`src/rtl/ysyx_25040109_pkg.sv`:
```
// Shared constants and encodings for the ysyx_25040109 fetch front end.
// Faulted queue entries carry the NOP word and one of the fault codes below.
package ysyx_25040109_pkg;

  localparam logic [31:0] NOP = 32'h0000_0013;

  typedef enum logic [1:0] {
    FAULT_NONE   = 2'b00,
    FAULT_WINDOW = 2'b01,
    FAULT_MISAL  = 2'b10,
    FAULT_BUS    = 2'b11
  } fault_e;

  typedef enum logic {
    ST_RUN  = 1'b0,
    ST_HALT = 1'b1
  } state_e;

endpackage

```
`src/rtl/ysyx_25040109_sync_fifo.sv`:
```
// Single-clock FIFO with flush; push while full is accepted only with a pop.
// DEPTH must be a power of two so the pointers wrap naturally.
module ysyx_25040109_sync_fifo #(
  parameter int WIDTH = 8,
  parameter int DEPTH = 4
) (
  input  logic                       clk,
  input  logic                       rst,
  input  logic                       push,
  input  logic [WIDTH-1:0]           push_data,
  input  logic                       pop,
  input  logic                       flush,
  output logic [WIDTH-1:0]           pop_data,
  output logic                       full,
  output logic                       empty,
  output logic [$clog2(DEPTH+1)-1:0] count
);

  localparam int AW = $clog2(DEPTH);
  localparam int CW = $clog2(DEPTH+1);

  logic [WIDTH-1:0] mem_q [DEPTH];
  logic [AW-1:0]    wr_q, wr_d;
  logic [AW-1:0]    rd_q, rd_d;
  logic [CW-1:0]    cnt_q, cnt_d;
  logic             do_push;
  logic             do_pop;

  assign full     = (cnt_q == CW'(DEPTH));
  assign empty    = (cnt_q == '0);
  assign count    = cnt_q;
  assign pop_data = mem_q[rd_q];
  assign do_pop   = pop && !empty;
  assign do_push  = push && (!full || do_pop);

  always_comb begin
    wr_d  = wr_q;
    rd_d  = rd_q;
    cnt_d = cnt_q;
    if (flush) begin
      wr_d  = '0;
      rd_d  = '0;
      cnt_d = '0;
    end else begin
      if (do_push) wr_d = wr_q + AW'(1);
      if (do_pop)  rd_d = rd_q + AW'(1);
      cnt_d = cnt_q + CW'(do_push) - CW'(do_pop);
    end
  end

  always_ff @(posedge clk) begin
    if (!rst) begin
      wr_q  <= '0;
      rd_q  <= '0;
      cnt_q <= '0;
    end else begin
      wr_q  <= wr_d;
      rd_q  <= rd_d;
      cnt_q <= cnt_d;
    end
  end

  always_ff @(posedge clk) begin
    if (do_push && !flush) mem_q[wr_q] <= push_data;
  end

endmodule

```
`src/rtl/ysyx_25040109_ifu_prefetch.sv`:
```
// Instruction prefetch unit: credit-limited fetch, in-order response queue,
// fault entries, and redirect flush with drop tracking of stale responses.
module ysyx_25040109_ifu_prefetch
  import ysyx_25040109_pkg::*;
#(
  parameter int              XLEN     = 32,
  parameter int              DEPTH    = 4,
  parameter logic [XLEN-1:0] RESET_PC = 32'h8000_0000,
  parameter logic [XLEN-1:0] MEM_BASE = 32'h8000_0000,
  parameter logic [XLEN-1:0] MEM_SIZE = 32'h0800_0000
) (
  input  logic            clk,
  input  logic            rst,
  output logic            imem_req_valid,
  input  logic            imem_req_ready,
  output logic [XLEN-1:0] imem_req_addr,
  input  logic            imem_rsp_valid,
  output logic            imem_rsp_ready,
  input  logic [31:0]     imem_rsp_data,
  input  logic            imem_rsp_err,
  input  logic            redirect_valid,
  input  logic [XLEN-1:0] redirect_pc,
  output logic            inst_valid,
  input  logic            inst_ready,
  output logic [31:0]     inst_data,
  output logic [XLEN-1:0] inst_pc,
  output logic [1:0]      inst_fault
);

  localparam int QW = XLEN + 34;
  localparam int CW = $clog2(DEPTH+1);
  localparam int SW = CW + 2;

  logic            live_q;
  state_e          state_q, state_d;
  logic [XLEN-1:0] pc_q, pc_d;
  logic [CW-1:0]   drop_q, drop_d;
  logic            hold_q, hold_d;
  logic            hold_drop_q, hold_drop_d;
  logic [XLEN-1:0] hold_addr_q, hold_addr_d;

  logic            q_push, q_pop, q_full, q_empty;
  logic [QW-1:0]   q_din, q_dout;
  logic [CW-1:0]   q_count;
  logic            f_push, f_pop, f_full, f_empty;
  logic [XLEN-1:0] f_dout;
  logic [CW-1:0]   f_count;

  logic            misal, in_win, credit;
  logic [SW-1:0]   used;
  logic            new_req, req_fire, rsp_fire;
  logic            fault_push, owed;
  fault_e          fcode;

  assign misal  = (pc_q[1:0] != 2'b00);
  assign in_win = (pc_q >= MEM_BASE) &&
                  ((pc_q - MEM_BASE) < MEM_SIZE);
  assign fcode  = misal ? FAULT_MISAL : FAULT_WINDOW;

  // Dropped responses still occupy a credit until they come back.
  assign used   = SW'(f_count) + SW'(drop_q) + SW'(q_count);
  assign credit = (used < SW'(DEPTH));

  assign new_req = live_q && (state_q == ST_RUN) && !misal &&
                   in_win && credit && !hold_q && !f_full;

  assign imem_req_valid = hold_q || new_req;
  assign imem_req_addr  = hold_q ? hold_addr_q : pc_q;
  assign imem_rsp_ready = rst;

  assign req_fire = imem_req_valid && imem_req_ready;
  assign rsp_fire = imem_rsp_valid && imem_rsp_ready;
  assign owed     = imem_req_valid && !(hold_q && hold_drop_q);

  assign fault_push = live_q && (state_q == ST_RUN) &&
                      (misal || !in_win) && f_empty &&
                      credit && !q_full;

  assign inst_valid = !q_empty;
  assign inst_pc    = q_empty ? '0 : q_dout[QW-1:34];
  assign inst_data  = q_empty ? NOP : q_dout[33:2];
  assign inst_fault = q_empty ? 2'b00 : q_dout[1:0];
  assign q_pop      = inst_valid && inst_ready;

  always_comb begin
    state_d     = state_q;
    pc_d        = pc_q;
    drop_d      = drop_q;
    hold_d      = imem_req_valid && !imem_req_ready;
    hold_addr_d = imem_req_addr;
    hold_drop_d = hold_q && hold_drop_q;
    f_push      = 1'b0;
    f_pop       = 1'b0;
    q_push      = 1'b0;
    q_din       = {pc_q, NOP, FAULT_NONE};
    if (redirect_valid) begin
      state_d     = ST_RUN;
      pc_d        = redirect_pc;
      drop_d      = drop_q + f_count + CW'(owed)
                  - CW'(rsp_fire);
      hold_drop_d = 1'b1;
    end else begin
      if (req_fire && !(hold_q && hold_drop_q)) begin
        f_push = 1'b1;
        pc_d   = imem_req_addr + XLEN'(4);
      end
      if (rsp_fire) begin
        if (drop_q != '0) begin
          drop_d = drop_q - CW'(1);
        end else if (!f_empty) begin
          f_pop = 1'b1;
          if (state_q == ST_RUN) begin
            q_push = 1'b1;
            if (imem_rsp_err) begin
              q_din   = {f_dout, NOP, FAULT_BUS};
              state_d = ST_HALT;
            end else begin
              q_din = {f_dout, imem_rsp_data, FAULT_NONE};
            end
          end
        end
      end
      if (fault_push) begin
        q_push  = 1'b1;
        q_din   = {pc_q, NOP, fcode};
        state_d = ST_HALT;
      end
    end
  end

  always_ff @(posedge clk) begin
    if (!rst) begin
      live_q      <= 1'b0;
      state_q     <= ST_RUN;
      pc_q        <= RESET_PC;
      drop_q      <= '0;
      hold_q      <= 1'b0;
      hold_drop_q <= 1'b0;
      hold_addr_q <= '0;
    end else begin
      live_q      <= 1'b1;
      state_q     <= state_d;
      pc_q        <= pc_d;
      drop_q      <= drop_d;
      hold_q      <= hold_d;
      hold_drop_q <= hold_drop_d;
      hold_addr_q <= hold_addr_d;
    end
  end

  ysyx_25040109_sync_fifo #(
    .WIDTH(QW),
    .DEPTH(DEPTH)
  ) u_inst_q (
    .clk       (clk),
    .rst       (rst),
    .push      (q_push),
    .push_data (q_din),
    .pop       (q_pop),
    .flush     (redirect_valid),
    .pop_data  (q_dout),
    .full      (q_full),
    .empty     (q_empty),
    .count     (q_count)
  );

  ysyx_25040109_sync_fifo #(
    .WIDTH(XLEN),
    .DEPTH(DEPTH)
  ) u_pc_fifo (
    .clk       (clk),
    .rst       (rst),
    .push      (f_push),
    .push_data (imem_req_addr),
    .pop       (f_pop),
    .flush     (redirect_valid),
    .pop_data  (f_dout),
    .full      (f_full),
    .empty     (f_empty),
    .count     (f_count)
  );

endmodule
```
`config.mk`:
```
export PLATFORM = sky130hd
export DESIGN_NAME = ysyx_25040109_ifu_prefetch
export DESIGN_NICKNAME = d
export VERILOG_FILES = /design/src/rtl/ysyx_25040109_pkg.sv /design/src/rtl/ysyx_25040109_sync_fifo.sv /design/src/rtl/ysyx_25040109_ifu_prefetch.sv
export SDC_FILE = /design/constraint.sdc
export NUM_CORES = 1
export LEC_CHECK = 0
export CAP_MARGIN = 20
export CORE_UTILIZATION = 45
export DETAILED_ROUTE_END_ITERATION = 8
export GPL_ROUTABILITY_DRIVEN = 0
export PLACE_DENSITY = 0.75
export SYNTH_ARGS = -nofsm -noshare
export SYNTH_HDL_FRONTEND = slang
export SYNTH_SLANG_ARGS = --single-unit
export TNS_END_PERCENT = 1
```
`constraint.sdc`:
```
create_clock -name clk -period 11.5 [get_ports clk]
set_clock_uncertainty 0.15 [all_clocks]
set_input_delay 2.3 -clock clk [delete_from_list [all_inputs] [get_ports clk]]
set_output_delay 2.3 -clock clk [all_outputs]
set_load 0.02 [all_outputs]
```
==> run metrics, run 1 <==
startpoint types=flip-flop; H-tree depth=2; sequential fraction of the synthesis area=68.4%; Num CTS Buffers=between 40 and 50; IO Count=~170; Clock Latency Late Sink=approximately 0.56 ns; die area=between 40000 and 50000 um2; family with the most delay on the worst path=simple AND/OR/NAND/NOR gates; Slew headroom=between 30% and 40%; CTS tree=yes; register bit total from synthesis=around 480; total power=around 0.0038 W; ranking of synthesized cells by area=edfxtp_1 59%, mux4_2 11%, dfxtp_1 9.0%; diode count=0; Clock Root Buffer=clkbuf_16; Mapped Cells=1181; TritonRoute pass-1 iters=8; Die H=approximately 210 um; final hold violation count=0; placed insts=around 1900; Syn-to-layout area delta=19.4%; most used cell, CP=fa_1; Netlist cell types=58; CP max stage cell=clkdlybuf4s50_1; DP Wirelength=26600 um; Yosys top cell by area=edfxtp_1; share of cells above drive strength 1=around 16%; total global-route track usage=roughly a fifth; CP cell instances=inv_1, fa_1, or2_2, fa_1, nand3b_1, or4_4, nor2_1, or2_1, clkdlybuf4s50_1; area of the core=~43000 um2; share of the synthesized area in the top cell type=slightly below 60%; RSZ-0062 raised after global routing=no; predominant post-synthesis flop cell=edfxtp_1; Synth Net Count=~1300; Synth Warn #=0; status=finished clean; Post-Syn Area=a little under 20000 um2; CP Buf/Inv Count=2; via count=between 10000 and 15000; clk slew on worst S/H paths=0.06 ns; hold crit path type=reg2reg; Post-CTS Setup Bufs=0; Async S/R FF share, synth=0%; Max Buffers Root-to-Sink=3; crit path max fanout=5; first-pass GRT wire length=approximately 66000 um; DRT antenna net count=0; Core Rows=76; worst slew pin tran=between 1 and 1.5 ns; most frequent cell after synthesis=edfxtp_1; Final Critical Period=6.46 ns; grt ovf=0; final max-slew violation count=0; # port buffers=171; Leak=7.91 nW; Max Clk Rate=about 0.15 GHz; most common library cells after synthesis=392 x edfxtp_1, 110 x and2_1, 98 x mux4_2; PwrDens=about 160 nW/um2; number of enable flip-flop cells after synthesis=392; NumNets Final=about 1500; Core Util, Final=54.7%; hold buffer count at cts=0; # resized after CTS=0; Routed Wire Length=43200 um; max-capacitance violation count=0; final std cells w/o fill=just under 2000; vias in the first global route=~11000; initial core utilization=45.8%; Arr. time, crit path=about 4.0 ns; # fillers=3381; critical path's largest stage delay=0.63 ns; # DRC=0; final setup vio count=0; nature of the critical path endpoint=primary output; Horiz. Die Dim=around 210 um; Synth Area per Inst=between 15 and 20 um2; IR drop worst, VDD=between 0.0001 and 0.00015 V; largest net degree at the start of global routing=67; crit share post-route=56.2%; CP required=just over 9 ns; 1st-iter DRT viols=904; antenna violations before repair=0; CP Class=reg2out; final hold slack=between 0.3 and 0.4 ns; DR vias/cell=between 5 and 6; clock sink count=roughly 480; setup TNS=0 ns; Wirelength per Cell=around 22 um
[stage by stage]
| step | cell area, um2 | worst slack (ns) |
|---|---|---|
| 3_5_place_dp | 22200 | 4.66 |
| 2_1_floorplan | 19800 | 5.85 |
| 4_1_cts | 23700 | 5.03 |
| 3_3_place_gp | 22200 | 4.80 |
| 6_report | 23700 | 5.04 |
| 5_1_grt | 23700 | 4.88 |
[logic make-up (layout without fill, tap and decap cells)]
family / Yosys count / after routing / synth area share [%]
flip-flops: 481 / 481 / 68.4
AO/OA/AOI/OAI: 77 / 77 / 3.04
XOR/XNOR: 36 / 36 / 1.59
buffers and inverters: 110 / 325 / 2.30
AND/OR/NAND/NOR: 286 / 286 / 8.03
adder cells (fa/ha/maj): 26 / 26 / 1.91
multiplexers: 165 / 165 / 14.8
[cell usage in the layout (no fill, tap or decap), drive strengths merged, types with 6 or more instances in the layout]
cell | synthesis | layout
nand4 | 11 | 11
and2 | 110 | 110
nor2 | 72 | 72
fa | 7 | 7
mux2 | 43 | 43
a222oi | 22 | 22
nor3 | 6 | 6
mux4 | 98 | 98
o21ai | 7 | 7
ha | 19 | 19
clkdlybuf4s50 | 0 | 171
nand3 | 14 | 14
inv | 46 | 48
buf | 24 | 22
edfxtp | 392 | 392
clkinv | 2 | 11
mux2i | 24 | 24
and3 | 10 | 10
a21oi | 18 | 18
nand2 | 21 | 21
clkbuf | 38 | 69
xnor2 | 32 | 32
dfxtp | 89 | 89
or3 | 6 | 6
[tightest hold or removal path, delay by kind of cell (launching register included)]
kind / cells / cell delay, ns
AO/OA/AOI/OAI: 1 / 0.07
AND/OR/NAND/NOR: 1 / 0.08
flip-flops: 1 / 0.33
[worst paths after layout]
check / start / to / slack (ns) / cells past startpoint
worst max-delay path: u_pc_fifo.count[1] / imem_req_valid / 5.04 / 9
worst max register to register: u_pc_fifo.count[1] / drop_q[2] / 6.89 / 18
worst min-delay path: hold_drop_q / hold_drop_q / 0.37 / 2
worst min register to register: hold_drop_q / hold_drop_q / 0.37 / 2
[sequential cells by signal, summed over array words and instances, names as in the netlist, named ones only]
| name | cells |
|---|---|
| drop_q | 3 |
| hold_addr_q | 32 |
| hold_drop_q | 1 |
| hold_q | 1 |
| live_q | 1 |
| pc_q | 32 |
| state_q | 1 |
| u_inst_q.count | 3 |
| u_inst_q.mem_q | 264 |
| u_inst_q.rd_q | 2 |
| u_inst_q.wr_q | 2 |
| u_pc_fifo.count | 3 |
| u_pc_fifo.mem_q | 128 |
| u_pc_fifo.rd_q | 2 |
| u_pc_fifo.wr_q | 2 |
[power by group]
part | internal (W) | leakage, nW | switching (W)
clock network | 0.000867 | 0.729 | 0.000620
registers | 0.00193 | 4.31 | 0.0000238
logic | 0.000165 | 2.87 | 0.000205
total | 0.00296 | 7.91 | 0.000849
[layer usage]
layer / part of all wire [%] / global-route usage, % / vias up
li1: - / - / 4922
met3: 8.5 / 3.83 / 57
met5: 0 / 0 / -
met2: 47 / 31.0 / 466
met1: 43 / 28.2 / 5537
met4: 1.4 / 4.57 / 0
[area by class of cell]
cell class / instances / area, um2 / area share [%]
well taps: 585 / 732 / 3.09
multi-input cells: 590 / 5830 / 24.6
clock buffers: 69 / 1330 / 5.61
repair buffers: 193 / 1890 / 7.98
flip-flops and latches: 481 / 13600 / 57.3
inverters: 48 / 180 / 0.761
clock inverters: 15 / 158 / 0.666
No activity file was read; power rests on OpenSTA's default activity.
==> run 2: changes to the inputs <==
==> constraint.sdc (replaced) <==
create_clock -name clk -period 6.6 [get_ports clk]
set_clock_uncertainty 0.15 [all_clocks]
set_input_delay 1.32 -clock clk [delete_from_list [all_inputs] [get_ports clk]]
set_output_delay 1.32 -clock clk [all_outputs]
set_load 0.02 [all_outputs]
==> run metrics, run 2 (synthesis gave the netlist of run 1 again) <==
Final Critical Period=about 5.5 ns; CTS tree=yes; diode count=0 (unchanged); status=finished clean; largest net degree at the start of global routing=67 (unchanged); crit path from=u_pc_fifo.count[1]; met1 wire length=19100 um (+2.9%); Worst R2R End=drop_q[2]; pre-CTS WS=1.69 ns (-2.98 ns); Routed Wire Length=43000 um (-0.41%); Final Cell Area=23900 um2 (+0.89%); initial core utilization=45.8% (unchanged); final max-slew violation count=0 (unchanged); Slew headroom=32.3% (-0.77 points); worst slew pin tran=1.02 ns (+0.0115 ns); Syn-to-layout area delta=20.5%; hold crit path type=reg2reg; via count=10950 (-0.29%); Clock Root Buffer=clkbuf_16; metal3 WL=2840 um (-22%); CP Class=reg2out; RSZ-0062 raised after global routing=no; final hold slack=0.347 ns (-0.0177 ns); max reg flops=264 (unchanged); total global-route track usage=19.6% (-0.052 points); max-capacitance violation count=0 (unchanged); commonest cells after routing, fill and taps aside=392 x edfxtp_1, 171 x clkdlybuf4s50_1, 106 x and2_1; 1st-iter DRT viols=855 (-5.4%); DP Wirelength=27200 um (+2.0%); antenna violations before repair=0 (unchanged); CP required=5.13 ns (-3.92 ns); final hold violation count=0 (unchanged); # port buffers=171 (unchanged); Regs by FF count=u_inst_q.mem_q x264, u_pc_fifo.mem_q x128; Worst Hold Launch=hold_drop_q; die area=44900 um2 (unchanged); PwrDens=286 nW/um2 (+78%); DR vias/cell=5.50 (-0.74%); IR drop worst, VDD=0.000210 V (+84%); placed cell areas=22300 um2 (+0.42%); # DRC=0 (unchanged); setup TNS=0 ns (unchanged); TritonRoute pass-1 iters=8 (unchanged); Wirelength per Cell=21.6 um (-0.86%); Horiz. Die Dim=212 um (unchanged); final setup vio count=0 (unchanged); Arr. time, crit path=4.07 ns (+0.06 ns); vias in the first global route=11236 (+0.45%); Reg with most FFs=u_inst_q.mem_q; Max Clk Rate=0.180 GHz; Num CTS Buffers=49 (+4.3%); clock sink count=481 (unchanged); DR top layer=met4; met2 wire length=20100 um (-0.99%); R2R cell count=18 (unchanged); Core Util, Final=55.2% (+0.49 points); DRT antenna net count=0 (unchanged); crit share post-route=between 80 and 90%; worst r2r src=u_pc_fifo.count[1]; nature of the critical path endpoint=primary output; first-pass GRT wire length=65900 um (-0.38%); reg2reg setup slack=1.96 ns (-4.93 ns); hold buffer count at cts=0 (unchanged); # resized after CTS=0 (unchanged); share of cells above drive strength 1=16.2% (+0.11 points); Die H=212 um (unchanged); area of the core=43300 um2 (unchanged); CP Capture Point=imem_req_valid; NumNets Final=1463 (+0.34%); grt ovf=0 (unchanged); Max Buffers Root-to-Sink=3 (unchanged); Clock Latency Late Sink=0.58 ns (+0.02 ns); Post-CTS Setup Bufs=0 (unchanged); final worst slack=1.06 ns (-3.98 ns); H-tree depth=2 (unchanged); leading cell type in the layout, fill and taps excluded=edfxtp_1; IO Count=172 (unchanged); # fillers=3414 (+0.98%); crit path max fanout=5 (unchanged); clk slew on worst S/H paths=0.06 ns (about the same); startpoint types=flip-flop; Leak=7.98 nW (+0.95%); Core Rows=76 (unchanged)
==> run 2: cell types whose count changed in the layout (fill, tap and decap cells not counted), sizes merged <==
cell      previous run  this run
buf                 22        25
bufinv               3         7
clkbuf              69        63
clkinv              11        19
clkinvlp             1         3
inv                 48        46
==> run 2: worst max-delay path, cell delays in order (launching register included) <==
cell and delay, ns:
dfxtp_1 0.45, inv_1 0.11, fa_1 0.46, or2_2 0.32
fa_1 0.50, nand3b_1 0.11, or4_4 0.46, nor2_1 0.25
or2_1 0.19, clkdlybuf4s50_1 0.63
==> run 2: worst min path at each step <==
| stage | end | slack, ns | cells after the start |
|---|---|---|---|
| global route | hold_drop_q | 0.37 | 2 |
| floorplan | hold_drop_q | 0.30 | 2 |
| CTS | hold_drop_q | 0.35 | 2 |
| finish | hold_drop_q | 0.35 | 2 |
| detailed placement | hold_drop_q | 0.34 | 2 |
| global placement | hold_drop_q | 0.32 | 2 |
==> run 2: area by class of cell <==
class	instances	area [um2]	area share, %
inverter	48	180	0.754
tap	585	732	3.06
clock inverter	27	315	1.32
timing repair buffer	196	1960	8.21
multi-input combinational	590	5830	24.4
sequential	481	13600	56.8
clock buffer	63	1310	5.48
==> run 2: stage by stage <==
stage,cells,power [W]
floorplan,1181,0.00383
global placement,1900,0.00410
detailed placement,1900,0.00412
CTS,1990,0.00690
global route,1990,0.00707
finish,1990,0.00683
==> run 2: routing by layer <==
metal	track usage [%]	vias to the layer above
met5	0	-
met4	5.42	0
met3	3.87	74
met2	31.0	415
met1	27.7	5542
li1	-	4919
==> run 2: where the power goes <==
| part | leakage (nW) | switching (W) | internal, W | total [W] |
|---|---|---|---|---|
| Sequential | 4.31 | 0.0000457 | 0.00336 | 0.00340 |
| Clock | 0.781 | 0.00111 | 0.00167 | 0.00278 |
| Combinational | 2.90 | 0.000353 | 0.000291 | 0.000643 |
| Total | 7.98 | 0.00151 | 0.00532 | 0.00683 |
